## src/rtl/pulse_train_pkg.sv

```systemverilog
// pulse_train_pkg: shared types and defaults for the pulse train generator.
package pulse_train_pkg;

  localparam int DEFAULT_CNT_W = 8;

  typedef enum logic [1:0] {
    IDLE = 2'd0,
    HIGH = 2'd1,
    LOW  = 2'd2
  } pt_state_t;

endpackage

```

## src/rtl/rise_detect.sv

```systemverilog
// rise_detect: registered rising-edge detector. A level input becomes a
// one-cycle strobe on the cycle after the rise is sampled.
module rise_detect (
  input  logic clk,
  input  logic rst,
  input  logic in,
  output logic pedge
);

  logic r_prev;
  logic r_pedge;

  // Remember the previous level and flag a 0->1 transition one cycle later
  always_ff @(posedge clk or negedge rst) begin
    if (!rst) begin
      r_prev  <= 1'b0;
      r_pedge <= 1'b0;
    end else begin
      r_prev  <= in;
      r_pedge <= in & ~r_prev;
    end
  end

  assign pedge = r_pedge;

endmodule

```

## src/rtl/pulse_train_gen.sv

```systemverilog
// pulse_train_gen: turns a trigger strobe into a train of `reps` pulses,
// each high_len cycles high then low_len cycles low. Lengths and count are
// latched at the trigger. Optional macro PULSE_TRAIN_GEN_EDGE_EN makes
// `start` a level input passed through a registered rising-edge detector.
module pulse_train_gen
  import pulse_train_pkg::*;
#(
  parameter int CNT_W = DEFAULT_CNT_W
) (
  input  logic             clk,
  input  logic             rst,
  input  logic             start,
  input  logic             abort,
  input  logic [CNT_W-1:0] high_len,
  input  logic [CNT_W-1:0] low_len,
  input  logic [CNT_W-1:0] reps,
  output logic             out,
  output logic             busy,
  output logic             done
);

  localparam logic [CNT_W-1:0] ONE  = {{(CNT_W-1){1'b0}}, 1'b1};
  localparam logic [CNT_W-1:0] ZERO = '0;

  pt_state_t        r_state;
  pt_state_t        w_next;
  logic [CNT_W-1:0] r_phase;
  logic [CNT_W-1:0] w_phaseNext;
  logic [CNT_W-1:0] r_rep;
  logic [CNT_W-1:0] w_repNext;
  logic [CNT_W-1:0] r_hM1;
  logic [CNT_W-1:0] w_hM1Next;
  logic [CNT_W-1:0] r_lM1;
  logic [CNT_W-1:0] w_lM1Next;
  logic [CNT_W-1:0] w_hM1In;
  logic [CNT_W-1:0] w_lM1In;
  logic             w_doneNext;
  logic             w_trig;
  logic             r_out;
  logic             r_busy;
  logic             r_done;

`ifdef PULSE_TRAIN_GEN_EDGE_EN
  rise_detect u_rise_detect (
    .clk   (clk),
    .rst   (rst),
    .in    (start),
    .pedge (w_trig)
  );
`else
  assign w_trig = start;
`endif

  // A zero length behaves like one, so the stored reload value is max(len,1)-1
  assign w_hM1In = (high_len == ZERO) ? ZERO : (high_len - ONE);
  assign w_lM1In = (low_len  == ZERO) ? ZERO : (low_len  - ONE);

  // Next-state, counter and done-strobe logic; abort overrides everything
  always_comb begin
    w_next      = r_state;
    w_phaseNext = r_phase;
    w_repNext   = r_rep;
    w_hM1Next   = r_hM1;
    w_lM1Next   = r_lM1;
    w_doneNext  = 1'b0;
    case (r_state)
      IDLE: begin
        if (w_trig && !abort && (reps != ZERO)) begin
          w_next      = HIGH;
          w_hM1Next   = w_hM1In;
          w_lM1Next   = w_lM1In;
          w_phaseNext = w_hM1In;
          w_repNext   = reps - ONE;
        end
      end
      HIGH: begin
        if (abort) begin
          w_next = IDLE;
        end else if (r_phase == ZERO) begin
          w_next      = LOW;
          w_phaseNext = r_lM1;
        end else begin
          w_phaseNext = r_phase - ONE;
        end
      end
      LOW: begin
        if (abort) begin
          w_next = IDLE;
        end else if (r_phase == ZERO) begin
          if (r_rep == ZERO) begin
            w_next     = IDLE;
            w_doneNext = 1'b1;
          end else begin
            w_next      = HIGH;
            w_repNext   = r_rep - ONE;
            w_phaseNext = r_hM1;
          end
        end else begin
          w_phaseNext = r_phase - ONE;
        end
      end
      default: begin
        w_next = IDLE;
      end
    endcase
  end

  // State, counters and outputs registered together so outputs track the state
  always_ff @(posedge clk or negedge rst) begin
    if (!rst) begin
      r_state <= IDLE;
      r_phase <= '0;
      r_rep   <= '0;
      r_hM1   <= '0;
      r_lM1   <= '0;
      r_out   <= 1'b0;
      r_busy  <= 1'b0;
      r_done  <= 1'b0;
    end else begin
      r_state <= w_next;
      r_phase <= w_phaseNext;
      r_rep   <= w_repNext;
      r_hM1   <= w_hM1Next;
      r_lM1   <= w_lM1Next;
      r_out   <= (w_next == HIGH);
      r_busy  <= (w_next != IDLE);
      r_done  <= w_doneNext;
    end
  end

  assign out  = r_out;
  assign busy = r_busy;
  assign done = r_done;

endmodule

```

## config.mk

```make
export PLATFORM = sky130hd
export DESIGN_NAME = pulse_train_gen
export DESIGN_NICKNAME = d
export VERILOG_FILES = /design/src/rtl/pulse_train_pkg.sv /design/src/rtl/rise_detect.sv /design/src/rtl/pulse_train_gen.sv
export SDC_FILE = /design/constraint.sdc
export NUM_CORES = 1
export LEC_CHECK = 0
export BUFFER_PORTS_ARGS = -buffer_cell sky130_fd_sc_hd__buf_2
export CELL_PAD_IN_SITES_DETAIL_PLACEMENT = 1
export CELL_PAD_IN_SITES_GLOBAL_PLACEMENT = 1
export CORE_UTILIZATION = 45
export CTS_CLUSTER_DIAMETER = 30
export DETAILED_ROUTE_END_ITERATION = 16
export PLACE_DENSITY_LB_ADDON = 0.1
export SYNTH_ARGS = -nofsm -noshare
export SYNTH_HDL_FRONTEND = slang
export SYNTH_HIERARCHICAL = 1
export SYNTH_SLANG_ARGS = --single-unit
```

## constraint.sdc

```tcl
create_clock -name clk -period 4.9 [get_ports clk]
set_input_delay 0.98 -clock clk [delete_from_list [all_inputs] [get_ports clk]]
set_output_delay 0.98 -clock clk [all_outputs]
set_load 0.1 [all_outputs]
```

==> impl_metrics.json <==
{
  "max_slew_margin_pct": 33.6,
  "synth_edf_count": 0,
  "ant_nets": 0,
  "dieArea_sq_um": 6320,
  "area_delta_synth_final_pct": 9.44,
  "min_period_ps": 2830,
  "synth_area_leaders": "dfrtp_1, o31ai_1, ha_1",
  "core_area_sq_um": 5640,
  "status": "complete, no violations",
  "hp-class": "flop to flop",
  "leakagePower_nw": 1.23,
  "viasPerCell": 5.99,
  "grt_pass1_wl_mm": 11.7,
  "initialDrtViolationCount": 101,
  "critPathArrivalTime_ps": 3000,
  "grt_setup_unrepaired": "no",
  "yosys_register_bits": 37,
  "synth_warnings": 6,
  "gp_congestion": 0.869,
  "report.final.slew_viol_count": 0,
  "clock_latency_ps": 290,
  "hold_violations": 0,
  "grt.total_usage_pct": 23.8,
  "worst_pin_slew_ps": 970,
  "critPathLaunchType": "primary input",
  "drv_cap": 0,
  "io_buffer_count": 30,
  "place_hpwl_mm": 5.14,
  "vias": 2295,
  "fp.dieW_microns": 79.5,
  "antenna_cells": 0,
  "wl_mm": 6.71,
  "drc": 0,
  "grt_max_degree": 38,
  "ys_seq_area_share_pct": 34.3,
  "power_density_nw_per_um2": 518,
  "syn_area_sq_um": 2700,
  "timing.final.crit_share_pct": 57.7,
  "finalSetupTns_ps": 0,
  "nets": 352,
  "clk_pin_slew_worst_paths_ps": 80,
  "grt_pass1_vias": 2347,
  "gr-total-overflow": 0,
  "drt_first_pass_iters": 4,
  "synth_nets": 327,
  "syn_inst": 287,
  "numCtsBuffers": 5,
  "setup_viol": 0,
  "cts_resized": 0,
  "power_mw": 1.53,
  "die_y_microns": 79.5,
  "critPathCaptureType": "flop",
  "peakVddDrop_uv": 263,
  "h-tree-depth": 2,
  "wire_per_inst_microns": 17.5,
  "root_buffer": "clkbuf_8",
  "synth-async-reset-ratio_pct": 100,
  "post_cts_buffers": 0,
  "clock-sinks": 37,
  "drive_gt1_share_pct": 19.0,
  "cts_hold_buf": 0,
  "cts_tree": "built",
  "fmax_ghz": 0.354,
  "fin_skew_ps": 10.5,
  "clockBufferDepth": 2,
  "critical_path_class": "primary input to flop",
  "synth_ff_type": "dfrtp_1",
  "initial_core_util_pct": 47.9,
  "cp.required_ps": 5070,
  "row_count": 27,
  "synthDistinctLibCells": 66,
  "grt_antenna_before_repair": 0,
  "syn_avg_cell_area_sq_um": 9.42,
  "ioPinCount": 31,
  "nFillCells": 686,
  "synth_top_cell_by_area": "dfrtp_1",
  "ff2ff_setup_slack_ps": 2130,
  "yosys.area.top_type_share_pct": 34.3,
  "cp_max_fo": 30
}
[stage by stage]
| stage | area [sq um] | std cells | setup slack, ps | hold WS, ps | util, % |
|---|---|---|---|---|---|
| after floorplan | 2700 | 287 | 2180 | 443 | - |
| after global placement | 2880 | 377 | 1800 | 456 | 51.1 |
| after detailed placement | 2880 | 377 | 1750 | 468 | 51.1 |
| after CTS | 2960 | 383 | 2060 | 485 | 52.4 |
| after global routing | 2960 | 383 | 1940 | 533 | 52.4 |
| final | 2960 | 383 | 2070 | 483 | 52.4 |
[cells by family (layout without fill, tap and decap cells)]
logic type | Yosys count | count (layout) | share of synthesized area, %
simple gates | 87 | 87 | 18.1
buf+inv | 30 | 54 | 5.28
mux | 12 | 12 | 5.23
xor+xnor | 18 | 18 | 5.83
compound gates | 91 | 91 | 25.7
fa+ha+maj | 12 | 12 | 5.56
flops | 37 | 37 | 34.3
[path summary, 6_finish.rpt]
path                            cells past startpoint                endpoint                   start
worst max-delay path                                7    r_rep[0]$_DFFE_PN0P_                 reps[6]
max in group asynchronous                           1    r_hM1[0]$_DFFE_PN0P_                     rst
worst max register to register                      7  r_phase[6]$_DFFE_PN0P_  r_phase[0]$_DFFE_PN0P_
worst min-delay path                                2    r_hM1[6]$_DFFE_PN0P_    r_hM1[6]$_DFFE_PN0P_
worst min register to register                      2    r_hM1[6]$_DFFE_PN0P_    r_hM1[6]$_DFFE_PN0P_
min in group asynchronous                           1  r_phase[1]$_DFFE_PN0P_                     rst
[power by group]
| part | switching, mW | internal (mW) | leakage (nW) |
|---|---|---|---|
| clock | 0.107 | 0.0937 | 0.0399 |
| sequential | 0.139 | 0.448 | 0.451 |
| combinational | 0.447 | 0.297 | 0.738 |
| total | 0.692 | 0.839 | 1.23 |
[cells in the mapped netlist, drive strengths merged, types with 2 or more instances]
cell and instances:
a2111oi 3, a211oi 9, a21oi 11, a221o 3
a221oi 3, a31o 3, a31oi 3, and2 2
and3 4, buf 13, dfrtp 37, ha 12
inv 15, mux2 5, mux2i 7, nand2 23
nand3 2, nand4 2, nor2 20, nor3 14
nor3b 3, nor4 4, o211ai 2, o21ai 15
o21bai 2, o31a 2, o31ai 23, or3 4
or4 2, xnor2 12, xor2 6
[state kept, by name, indices dropped and copies added, names as in the netlist]
signal and cells:
done 1, r_rep 8, r_hM1 8, r_state 2, busy 1, out 1, r_lM1 8, r_phase 8
[placed cells by master (no fill, tap or decap), drive strengths merged, types with 9 or more instances in the layout]
cell type,instances
xnor2,12
a211oi,9
o31ai,23
a21oi,11
o21ai,15
dfrtp,37
buf,32
inv,15
nor3,14
nor2,20
ha,12
nand2,23
[final cells by class]
cell class,count,area (sq um),area share (%)
clock buffers,5,68.8,2.33
inverters,16,60.1,2.03
clock inverters,1,5.00,0.169
well taps,72,90.1,3.05
multi-input cells,220,1640,55.5
repair buffers,32,165,5.58
flip-flops and latches,37,926,31.3
[critical path, cell delays in order]
cell	delay, ps
buf_2	110
or4_4	580
o31ai_4	230
buf_4	330
nor2_1	200
nor2_1	230
mux2_1	330
[routing by layer]
metal	global-route usage (%)	routed length, microns
met1	31.7	3260
met2	39.7	3190
met3	3.89	178
met4	5.82	80
met5	0	0
Power figures use the tool's default switching activity.
